File: config.mk
export PLATFORM = sky130hd
export DESIGN_NAME = alarm_time_keeper
export DESIGN_NICKNAME = d
export VERILOG_FILES = /design/src/rtl/alarm_time_keeper.sv
export SDC_FILE = /design/constraint.sdc
export NUM_CORES = 1
export LEC_CHECK = 0
export CAP_MARGIN = 40
export CORE_ASPECT_RATIO = 0.8
export CORE_MARGIN = 2
export CORE_UTILIZATION = 40
export DETAILED_ROUTE_END_ITERATION = 8
export PLACE_DENSITY = 0.68
export SLEW_MARGIN = 10
export SYNTH_ARGS = -nofsm -noshare
export SYNTH_HDL_FRONTEND = slang
export SYNTH_SLANG_ARGS = --single-unit
File: constraint.sdc
create_clock -name clk -period 2.88 [get_ports clk]
set_input_delay 0.432 -clock clk [delete_from_list [all_inputs] [get_ports clk]]
set_output_delay 0.432 -clock clk [all_outputs]
set_load 0.02 [all_outputs]
File: src/rtl/alarm_time_keeper.sv
// Alarm time register with edge-triggered field increments and a bounded ring FSM.
// The ring FSM compares the stored alarm time against the running clock.
module alarm_time_keeper #(
    parameter int RING_SECONDS = 60,
    parameter int RESET_HOUR   = 7
) (
    input  logic       clk,
    input  logic       reset,
    input  logic       upsec,
    input  logic       upmin,
    input  logic       uphour,
    input  logic       tick_1hz,
    input  logic [5:0] cur_sec,
    input  logic [5:0] cur_min,
    input  logic [4:0] cur_hour,
    input  logic       alarm_en,
    input  logic       dismiss,
    output logic [5:0] al_sec,
    output logic [5:0] al_min,
    output logic [4:0] al_hour,
    output logic       ringing
);

    typedef enum logic [1:0] {
        IDLE = 2'd0,
        RING = 2'd1,
        HOLD = 2'd2
    } state_t;

    localparam logic [7:0] RING_LIMIT   = 8'(RING_SECONDS);
    localparam logic [4:0] RESET_HOUR_V = 5'(RESET_HOUR);

    function automatic logic [5:0] wrap_inc6(input logic [5:0] val, input logic [5:0] max);
        return (val == max) ? 6'd0 : val + 6'd1;
    endfunction

    function automatic logic [4:0] wrap_inc5(input logic [4:0] val, input logic [4:0] max);
        return (val == max) ? 5'd0 : val + 5'd1;
    endfunction

    logic       upsec_q_r, upmin_q_r, uphour_q_r;
    logic [5:0] al_sec_r, al_min_r;
    logic [4:0] al_hour_r;
    state_t     state_r, state_nxt_s;
    logic [7:0] count_r, count_nxt_s;
    logic       sec_inc_s, min_inc_s, hour_inc_s, any_edit_s, match_s;

    assign sec_inc_s  = upsec  & ~upsec_q_r;
    assign min_inc_s  = upmin  & ~upmin_q_r;
    assign hour_inc_s = uphour & ~uphour_q_r;
    assign any_edit_s = sec_inc_s | min_inc_s | hour_inc_s;

    // match is taken against the stored value, before any increment lands this edge
    assign match_s = alarm_en && (cur_sec == al_sec_r) && (cur_min == al_min_r)
                     && (cur_hour == al_hour_r);

    // Edge history and independent wrapping field increments (no inter-field carry)
    always_ff @(posedge clk or negedge reset) begin
        if (!reset) begin
            upsec_q_r  <= 1'b0;
            upmin_q_r  <= 1'b0;
            uphour_q_r <= 1'b0;
            al_sec_r   <= 6'd0;
            al_min_r   <= 6'd0;
            al_hour_r  <= RESET_HOUR_V;
        end else begin
            upsec_q_r  <= upsec;
            upmin_q_r  <= upmin;
            uphour_q_r <= uphour;
            if (sec_inc_s)  al_sec_r  <= wrap_inc6(al_sec_r, 6'd59);
            if (min_inc_s)  al_min_r  <= wrap_inc6(al_min_r, 6'd59);
            if (hour_inc_s) al_hour_r <= wrap_inc5(al_hour_r, 5'd23);
        end
    end

    // Ring FSM state and seconds counter registers
    always_ff @(posedge clk or negedge reset) begin
        if (!reset) begin
            state_r <= IDLE;
            count_r <= 8'd0;
        end else begin
            state_r <= state_nxt_s;
            count_r <= count_nxt_s;
        end
    end

    // Ring FSM next state; HOLD blocks re-trigger until the matching second passes
    always_comb begin
        state_nxt_s = state_r;
        count_nxt_s = count_r;
        case (state_r)
            IDLE: begin
                if (match_s && !any_edit_s) begin
                    state_nxt_s = RING;
                    count_nxt_s = 8'd0;
                end else begin
                    state_nxt_s = IDLE;
                end
            end
            RING: begin
                if (tick_1hz) begin
                    count_nxt_s = count_r + 8'd1;
                end else begin
                    count_nxt_s = count_r;
                end
                if (dismiss || !alarm_en || any_edit_s
                    || (tick_1hz && ((count_r + 8'd1) == RING_LIMIT))) begin
                    state_nxt_s = HOLD;
                end else begin
                    state_nxt_s = RING;
                end
            end
            HOLD: begin
                if (!match_s) begin
                    state_nxt_s = IDLE;
                end else begin
                    state_nxt_s = HOLD;
                end
            end
            default: begin
                state_nxt_s = IDLE;
                count_nxt_s = 8'd0;
            end
        endcase
    end

    assign al_sec  = al_sec_r;
    assign al_min  = al_min_r;
    assign al_hour = al_hour_r;
    assign ringing = (state_r == RING);

endmodule

==> results of run 1 <==
-- power by group --
| group | total (mW) | internal (mW) | leakage [nW] | switching (mW) |
|---|---|---|---|---|
| logic | 0.656 | 0.344 | 0.504 | 0.312 |
| clock network | 0.346 | 0.192 | 0.0482 | 0.153 |
| registers | 0.719 | 0.535 | 0.369 | 0.184 |
-- routing by layer --
metal  global-route usage (%)  up-vias  wire [microns]
met2                     23.0       38            1640
met5                        0        -               0
met4                     6.82        0              53
met3                     4.94        6             194
li1                         -      725               -
met1                     25.8      660            1850
-- cell families (layout without fill, tap and decap cells) --
logic type                 after synthesis  after routing  share of synthesized area (%)
muxes                                    4              4                           2.51
adders and majority gates                4              4                           2.96
DFF                                     30             30                           44.6
and+or+nand+nor                         85             85                           27.2
xor gates and xnor gates                17             17                           8.80
buffers and inverters                    5             53                           1.11
AOI/OAI and AO/OA                       32             32                           12.9
-- cell type report --
type,instances,area (sq um),area share [%]
Timing Repair Buffer,43,428,18.8
Inverter,2,7.51,0.330
Clock buffer,7,86.3,3.80
Multi-Input combinational cell,142,920,40.5
Tap cell,57,71.3,3.14
Clock inverter,1,5.00,0.220
Sequential cell,30,754,33.2
-- critical path, cell delays in order --
cell	delay (ps)
clkdlybuf4s50_1	410
xor2_1	180
nor4_1	440
nand3_2	170
nor4_4	570
o22ai_1	170
-- how the worst max path moves through the flow --
stage | cells past startpoint | startpoint | slack, ps | to
after floorplan | 5 | al_sec[2] | 1010 | count_r[2]
after global placement | 6 | cur_hour[3] | 340 | count_r[2]
after detailed placement | 6 | cur_sec[0] | 330 | count_r[3]
after CTS | 6 | cur_sec[0] | 650 | count_r[3]
after global routing | 6 | cur_sec[1] | 520 | count_r[3]
final | 6 | cur_sec[0] | 660 | count_r[3]
-- state kept, by name (all words and copies together), names as in the netlist --
| signal | count |
|---|---|
| al_sec | 6 |
| al_min | 6 |
| upsec_q_r | 1 |
| count_r | 8 |
| uphour_q_r | 1 |
| upmin_q_r | 1 |
| state_r | 2 |
| al_hour | 5 |
-- stage by stage --
step	power, mW	instance area (sq um)	std cells	worst slack (ps)
floorplan	1.07	1690	177	1010
global route	1.84	2270	282	519
CTS	1.74	2270	282	655
finish	1.72	2270	282	658
global placement	1.38	2180	274	345
detailed placement	1.39	2180	274	334
-- cells in the final DEF (no fill, tap or decap) --
master and instances:
inv_1 2, dfrtp_1 27, clkbuf_8 6, o21ai_0 8, nand4_1 5, nand3_1 9, a21o_1 4, nor4_4 1
o22ai_1 7, nand4b_1 1, a211oi_1 1, nand2b_1 7, mux2_2 2, o21ai_1 2, nor3b_1 4, and3_1 2
ha_1 4, clkbuf_1 1, nor4b_1 1, nor4_1 3, nor2_1 6, dfstp_2 3, and4b_1 1, o31ai_1 1
mux2i_1 2, or3_1 1, nand2_1 28, a21oi_1 5, clkinv_2 1, buf_4 1, o2bb2ai_1 1, xor2_1 11
clkdlybuf4s50_1 42, a2111oi_4 1, nor3_1 6, o2111ai_1 2, xnor2_1 6, nand3_2 1, nor2b_1 9
==> reports/results.tsv, run 1 <==
stage	metric	value	unit
clock_tree	post_cts_resize_count	0	
routing	dr.pass1.iters	6	
routing	vias_per_cell	5.07	
floorplan	die_area	4770	sq um
synth	synth-edff-count	0	
floorplan	die_h	62.2	microns
timing	slew_viol_final	0	
outcome	outcome	completed	
timing	finClkSkew	7.06	ps
synth	synth-main-ff-cell	dfrtp_1	
timing	layout_min_cycle_time	2220	ps
floorplan	rows	21	
placement	numPortBuffers	42	
critical_path	r2r_cells	5	
timing	tightest_slew	601	ps
finish	final_util	55.1	%
global_routing	grt_max_degree	31	
timing	holdWs	499	ps
min_path	min_path_type	reg -> reg	
finish	fin_nets	253	
global_routing	grt_usage	17.2	%
clock_tree	clock_path_buffers	2	
finish	fillers	392	
synth	syn-num-nets	206	
critical_path	crit_fanout	9	
floorplan	die_x	76.7	microns
synth	yosysMostFrequentCell	nand2_1	
floorplan	core-area	4130	sq um
timing	fmax	450	MHz
clock_tree	cts_made_buffers	5	
min_path	min_to	al_hour[1]	
synth	syn_inst	177	
synth	yosys-top-cells-count	28 x nand2_1, 27 x dfrtp_1, 11 x xor2_1	
floorplan	start_util	41.0	%
clock_tree	h-tree-depth	2	
synth	synth.cell_area	1690	sq um
finish	drive_gt1_share	7.11	%
timing	tns	0	ps
timing	hold_viol	0	
clock_tree	cts.reportedPaths.clkPinSlew	70	ps
critical_path	critPathArrivalTime	2370	ps
pwr	irDropWorstVdd	0.000536	V
clock_tree	cts.sinks	30	
critical_path	rr_startpoint	al_sec[0]	
routing	drc	0	
critical_path	worstSetupStartpointType	input port	
critical_path	crit_type	in -> reg	
synth	ys_seq_area_share	44.6	%
clock_tree	cts-root-buf	clkbuf_8	
finish	insertedDiodeCount	0	
pwr	p_leak	0.921	nW
synth	synth-seq-cells	30	
global_routing	grt_pass1_vias	1342	
clock_tree	clk_latency	280	ps
critical_path	r2r_end	count_r[3]	
finish	syn_to_final_growth	34.2	%
clock_tree	postCtsSetupRepairBufs	0	
global_routing	antenna_found_initial	0	
clock_tree	cts_tree	done	
global_routing	overflow	0	
routing	wl	3730	microns
timing	slew-limit-headroom	59.7	%
synth	synth_area_leaders	dfrtp_1 40%, nand2_1 6.2%, xor2_1 5.7%	
synth	async_flop_share	100	%
synth	synth_top_cell_area_share	39.9	%
timing	finalCritPeriodShare	77.2	%
critical_path	worstPathRequired	3030	ps
routing	ant_nets	0	
flow_run	drv_cap	0	
routing	drt-initial-drc-count	92	
routing	wl_per_cell	13.2	microns
synth	yosysTopAreaCell	dfrtp_1	
min_path	hold_path.startpoint	al_hour[1]	
synth	avgSynthCellArea	9.56	sq um
placement	globalplace.congestion	0.798	
routing	num_vias	1429	
critical_path	r2r_slack	770	ps
synth	synth_cell_types	35	
floorplan	ios	43	
clock_tree	holdBufCountCts	0	
min_path	holdPathStages	2	
global_routing	grt_pass1_wl	6490	microns
timing	rsz0062_at_grt	no	
critical_path	end_kind	flop	
pwr	power_density	757	nW/um^2
timing	setup_viol	0	
synth	yosysWarningCount	0	
placement	dp_hpwl	2790	microns
Note: power is estimated with default switching activity, not from simulation.
==> run 2, diff against run 1 <==
clock period = 2.17 ns   (was 2.88 ns; I/O delays follow)
==> run 2 against run 1 <==
Against the previous run: register-to-register slack lost 510 ps; sequential share of layout area down 1.2 points; cell area is 3.9% higher; combinational power is 48% higher; global-route usage rose by 0.17 points; count of clock-buffer cells in the layout down 2; critical path depth shrank 3; power rose by 42%; clock power is 61% higher; largest power group is now combinational cells.
==> reports/results.tsv, run 2 (synthesis gave the netlist of run 1 again) <==
stage	metric	value	unit	change
outcome	outcome	completed		unchanged
global_routing	antenna_found_initial	0		unchanged
flow_run	drv_cap	0		unchanged
clock_tree	cts.reportedPaths.clkPinSlew	70	ps	about the same
clock_tree	cts-root-buf	clkbuf_8		unchanged
floorplan	core-area	4130	sq um	unchanged
min_path	min_path_type	in -> async		was reg -> reg
finish	fin_nets	262		was 253
routing	ant_nets	0		unchanged
routing	wl_per_cell	13.5	microns	was 13.2 microns
placement	globalplace.congestion	0.832		was 0.798
routing	wl	3920	microns	was 3730 microns
global_routing	grt_usage	17.4	%	was 17.2%
placement	numPortBuffers	42		unchanged
critical_path	r2r_slack	260	ps	was 770 ps
pwr	power_density	1030	nW/um^2	was 757 nW/um^2
routing	vias_per_cell	5.07		about the same
floorplan	die_x	76.7	microns	unchanged
finish	regMostFlops	count_r		unchanged
floorplan	start_util	41.0	%	unchanged
routing	drc	0		unchanged
timing	finalCritPeriodShare	93.4	%	
critical_path	worstSetupStartpointType	flop		was input port
timing	fmax	493	MHz	
timing	tightest_slew	450	ps	was 601 ps
clock_tree	cts_tree	done		unchanged
global_routing	grt_max_degree	31		unchanged
finish	drive_gt1_share	11.5	%	was 7.11%
timing	hold_viol	0		unchanged
timing	setup_ws	142	ps	was 658 ps
finish	insertedDiodeCount	0		unchanged
timing	layout_min_cycle_time	2030	ps	
finish	syn_to_final_growth	39.4	%	was 34.2%
critical_path	rr_startpoint	al_min[3]		was al_sec[0]
floorplan	die_area	4770	sq um	unchanged
routing	num_vias	1475		was 1429
timing	setup_viol	0		unchanged
critical_path	r2r_cells	6		was 5
clock_tree	holdBufCountCts	0		unchanged
finish	final_cell_mix	42 x clkdlybuf4s50_1, 28 x nand2_1, 27 x dfrtp_1, 11 x xor2_1, 10 x buf_4		was 42 x clkdlybuf4s50_1, 28 x nand2_1, 27 x dfrtp_1, 11 x xor2_1
clock_tree	cts.sinks	30		unchanged
floorplan	rows	21		unchanged
critical_path	end_kind	output port		was flop
clock_tree	h-tree-depth	2		unchanged
timing	finClkSkew	9.17	ps	was 7.06 ps
placement	dp_hpwl	2920	microns	was 2790 microns
floorplan	die_h	62.2	microns	unchanged
global_routing	grt_pass1_wl	6460	microns	was 6490 microns
timing	rsz0062_at_grt	no		unchanged
critical_path	crit_type	reg -> out		was in -> reg
clock_tree	cts_made_buffers	5		unchanged
clock_tree	post_cts_resize_count	0		unchanged
finish	fillers	399		was 392
global_routing	overflow	0		unchanged
timing	slew_viol_final	0		unchanged
global_routing	grt_pass1_vias	1355		was 1342
placement	dp_slack	-68.3	ps	was 334 ps
floorplan	ios	43		unchanged
timing	slew-limit-headroom	69.8	%	was 59.7%
routing	dr.pass1.iters	4		was 6
clock_tree	clk_latency	290	ps	was 280 ps
pwr	irDropWorstVdd	0.000626	V	was 0.000536 V
finish	layout_commonest_cell	clkdlybuf4s50_1		unchanged
finish	largest_reg_flops	8		unchanged
clock_tree	postCtsSetupRepairBufs	0		unchanged
clock_tree	clock_path_buffers	2		unchanged
critical_path	worstPathRequired	1840	ps	was 3030 ps
timing	tns	0	ps	unchanged
critical_path	critPathArrivalTime	1700	ps	was 2370 ps
critical_path	crit_fanout	8		was 9
routing	drt-initial-drc-count	66		was 92
pwr	p_leak	0.975	nW	was 0.921 nW
critical_path	r2r_end	count_r[2]		was count_r[3]
## run 2: power by group
part	internal [mW]	leakage (nW)	switching, mW
clock	0.337	0.0579	0.221
combinational	0.496	0.549	0.471
sequential	0.711	0.369	0.199
## run 2: worst max-delay path, cell delays in order, from the launching register on
cell	delay, ps
dfrtp_1	390
nand2b_2	260
inv_1	150
clkdlybuf4s50_1	610
## run 2: stage by stage
stage / area, sq um / hold WS (ps) / util, % / instances / total power, mW
3_3_place_gp: 2250 / 483 / 54.5 / 283 / 1.88
5_1_grt: 2360 / 462 / 57.2 / 291 / 2.58
6_report: 2360 / 423 / 57.2 / 291 / 2.44
3_5_place_dp: 2250 / 485 / 54.5 / 283 / 1.89
2_1_floorplan: 1690 / 29.9 / - / 177 / 1.42
4_1_cts: 2360 / 434 / 57.1 / 291 / 2.46
## run 2: area by class of cell
type,count,area [sq um],area share [%]
Clock buffer,5,68.8,2.92
Sequential cell,30,754,32.0
Inverter,2,7.51,0.318
Multi-Input combinational cell,142,922,39.1
Clock inverter,3,40.0,1.70
Timing Repair Buffer,52,495,21.0
Tap cell,57,71.3,3.02
## run 2: worst max path at each step
stage	slack, ps	endpoint	startpoint
after detailed placement	-70	count_r[3]	cur_hour[3]
after global routing	30	ringing	state_r[1]
after floorplan	300	count_r[2]	al_sec[2]
final	140	ringing	state_r[1]
after global placement	-60	count_r[3]	cur_hour[3]
after CTS	50	ringing	state_r[1]
## run 2: per-layer routing
| metal | part of all wire [%] | global-route usage (%) | vias to the layer above |
|---|---|---|---|
| met3 | 4.2 | 4.65 | 8 |
| met5 | 0 | 0 | - |
| met2 | 43 | 23.9 | 32 |
| met1 | 51 | 24.9 | 683 |
| met4 | 2.0 | 8.86 | 0 |
| li1 | - | - | 752 |
==> run 3, diff against run 2 <==
CORE_UTILIZATION = 49   (was 40)
PLACE_DENSITY = 0.81   (was 0.68)
RECOVER_POWER = 100   (was default)
==> run 3 against run 2 <==
Against the previous run: setup slack better by 70 ps; via count up 1.4%; non-clock buffer count down 2; largest power group is now sequential cells; count of clock-buffer cells in the layout up 2.
==> reports/results.tsv, run 3 (synthesis gave the netlist of run 1 again) <==
stage	metric	value	unit	change
outcome	outcome	completed		unchanged
floorplan	ios	43		unchanged
clock_tree	cts_made_buffers	5		unchanged
clock_tree	post_cts_resize_count	0		unchanged
routing	wl_met1	1890	microns	was 2000 microns
clock_tree	cts.reportedPaths.clkPinSlew	60	ps	was 70 ps
timing	rsz0062_at_grt	no		unchanged
finish	final_cell_mix	28 x nand2_1, 27 x dfrtp_1, 22 x dlygate4sd3_1, 20 x clkdlybuf4s50_1, 11 x xor2_1		was 42 x clkdlybuf4s50_1, 28 x nand2_1, 27 x dfrtp_1, 11 x xor2_1, 10 x buf_4
routing	wl	3840	microns	was 3920 microns
placement	numPortBuffers	42		unchanged
critical_path	end_kind	output port		unchanged
routing	ant_nets	0		unchanged
critical_path	worstPathRequired	1840	ps	about the same
timing	tightest_slew	763	ps	was 450 ps
finish	fin_nets	260		was 262
routing	top_layer	met4		unchanged
finish	insertedDiodeCount	0		unchanged
timing	finClkSkew	2.53	ps	was 9.17 ps
finish	drive_gt1_share	7.79	%	was 11.5%
timing	layout_min_cycle_time	1960	ps	was 2030 ps
finish	layout_commonest_cell	nand2_1		was clkdlybuf4s50_1
routing	dr_wl_met3	191	microns	was 164 microns
timing	setup_viol	0		unchanged
pwr	p_leak	0.950	nW	was 0.975 nW
placement	dpl_cell_area	2210	sq um	was 2250 sq um
global_routing	grt_usage	21.3	%	was 17.4%
pwr	irDropWorstVdd	0.000688	V	was 0.000626 V
critical_path	critPathArrivalTime	1630	ps	was 1700 ps
pwr	p_comb_share	38.9	%	was 39.7%
pwr	finalPower	2.21	mW	was 2.44 mW
floorplan	die_x	69.7	microns	was 76.7 microns
clock_tree	cts.sinks	30		unchanged
routing	vias_per_cell	5.48		was 5.07
floorplan	rows	19		was 21
global_routing	grt_pass1_vias	1415		was 1355
finish	regMostFlops	count_r		unchanged
critical_path	cpLargestDelayFamily	buffers and inverters		unchanged
min_path	min_path_type	reg -> reg		was in -> async
placement	dp_hpwl	2940	microns	was 2920 microns
routing	wl_per_cell	14.0	microns	was 13.5 microns
pwr	p_sw_share	38.7	%	was 36.6%
critical_path	crit_fanout	4		was 8
global_routing	grt_pass1_wl	6530	microns	was 6460 microns
routing	dr.pass1.iters	4		unchanged
finish	syn_to_final_growth	33.9	%	was 39.4%
pwr	power_density	977	nW/um^2	was 1030 nW/um^2
global_routing	antenna_found_initial	0		unchanged
finish	largest_reg_flops	8		unchanged
clock_tree	cts-root-buf	clkbuf_8		unchanged
critical_path	critPathMaxStageDelay	680	ps	was 610 ps
routing	drt-initial-drc-count	119		was 66
floorplan	start_util	50.1	%	was 41.0%
timing	finalCritPeriodShare	90.2	%	was 93.4%
pwr	seqPwrFrac	42.1	%	was 37.3%
critical_path	cp_slowest_cell	dlygate4sd3_1		was clkdlybuf4s50_1
clock_tree	clk_latency	290	ps	about the same
pwr	clkPwrFrac	19.0	%	was 22.9%
clock_tree	holdBufCountCts	0		unchanged
floorplan	core-area	3380	sq um	was 4130 sq um
floorplan	die_area	3940	sq um	was 4770 sq um
routing	drc	0		unchanged
finish	fin_area	2270	sq um	was 2360 sq um
routing	routed-wl-met2	1680	microns	about the same
critical_path	path_buf_inv	2		unchanged
timing	slew-limit-headroom	49.1	%	was 69.8%
clock_tree	h-tree-depth	2		unchanged
timing	hold_viol	0		unchanged
global_routing	grt_max_degree	31		unchanged
pwr	p_int	1.36	mW	was 1.54 mW
critical_path	crit_type	reg -> out		unchanged
critical_path	path_cells	nand2b_1 -> inv_1 -> dlygate4sd3_1		was nand2b_2 -> inv_1 -> clkdlybuf4s50_1
routing	num_vias	1496		was 1475
clock_tree	clock_path_buffers	2		unchanged
clock_tree	postCtsSetupRepairBufs	0		unchanged
critical_path	worstSetupStartpointType	flop		unchanged
timing	fmax	511	MHz	was 493 MHz
placement	globalplace.congestion	0.862		was 0.832
clock_tree	cts_tree	done		unchanged
flow_run	drv_cap	0		unchanged
global_routing	overflow	0		unchanged
pwr	p_sw	0.856	mW	was 0.891 mW
floorplan	die_h	56.6	microns	was 62.2 microns
timing	slew_viol_final	0		unchanged
## run 3: cell types whose count changed in the layout (fill, tap and decap cells not counted), sizes merged
cell / delta
buf: -5
bufinv: -1
clkbuf: +5
clkdlybuf4s50: -22
clkinv: -2
dlygate4sd3: +22
## run 3: cell type report
class	count	area, sq um
sequential	30	754
multi-input combinational	142	905
fill	273	1110
tap	42	52.6
timing repair buffer	50	470
clock buffer	7	76.3
inverter	2	7.51
## run 3: stage by stage
| stage | hold WS [ps] | worst slack (ps) | cells | utilization [%] | TNS (ps) |
|---|---|---|---|---|---|
| 3_3_place_gp | 485 | -4.33 | 266 | 65.6 | -9.03 |
| 2_1_floorplan | 29.9 | 296 | 177 | - | 0 |
| 4_1_cts | 448 | 242 | 273 | 67.9 | 0 |
| 3_5_place_dp | 488 | -58.7 | 266 | 65.6 | -376 |
| 5_1_grt | 529 | 91.3 | 273 | 67.1 | 0 |
| 6_report | 499 | 212 | 273 | 67.1 | 0 |
## run 3: per-layer routing
layer / global-route usage, % / up-vias
met4: 8.24 / 0
li1: - / 744
met3: 4.85 / 8
met1: 30.7 / 703
met2: 31.3 / 41
met5: 0 / -
## run 3: power by group through the flow
stage               sequential, mW  combinational, mW  clock (mW)
detailed placement           0.946              0.919           0
global placement             0.939              0.898           0
CTS                          0.937              0.926       0.428
floorplan                     1.05              0.362           0
global route                 0.965              0.935       0.454
finish                       0.931              0.862       0.421
## run 3: final timing paths
path / endpoint / cells past startpoint / startpoint / slack, ps
max in group asynchronous: uphour_q_r / 2 / reset / 1040
worst min register to register: al_hour[1] / 2 / al_hour[1] / 500
min in group asynchronous: count_r[1] / 2 / reset / 640
worst max register to register: count_r[1] / 6 / al_hour[3] / 250
worst max-delay path: ringing / 3 / state_r[1] / 210
worst min-delay path: al_hour[1] / 2 / al_hour[1] / 500
## run 3: tightest hold or removal path: stages, from the launching register on
cell and delay [ps]:
dfstp_2 400, nand2_1 60, nand2_1 40
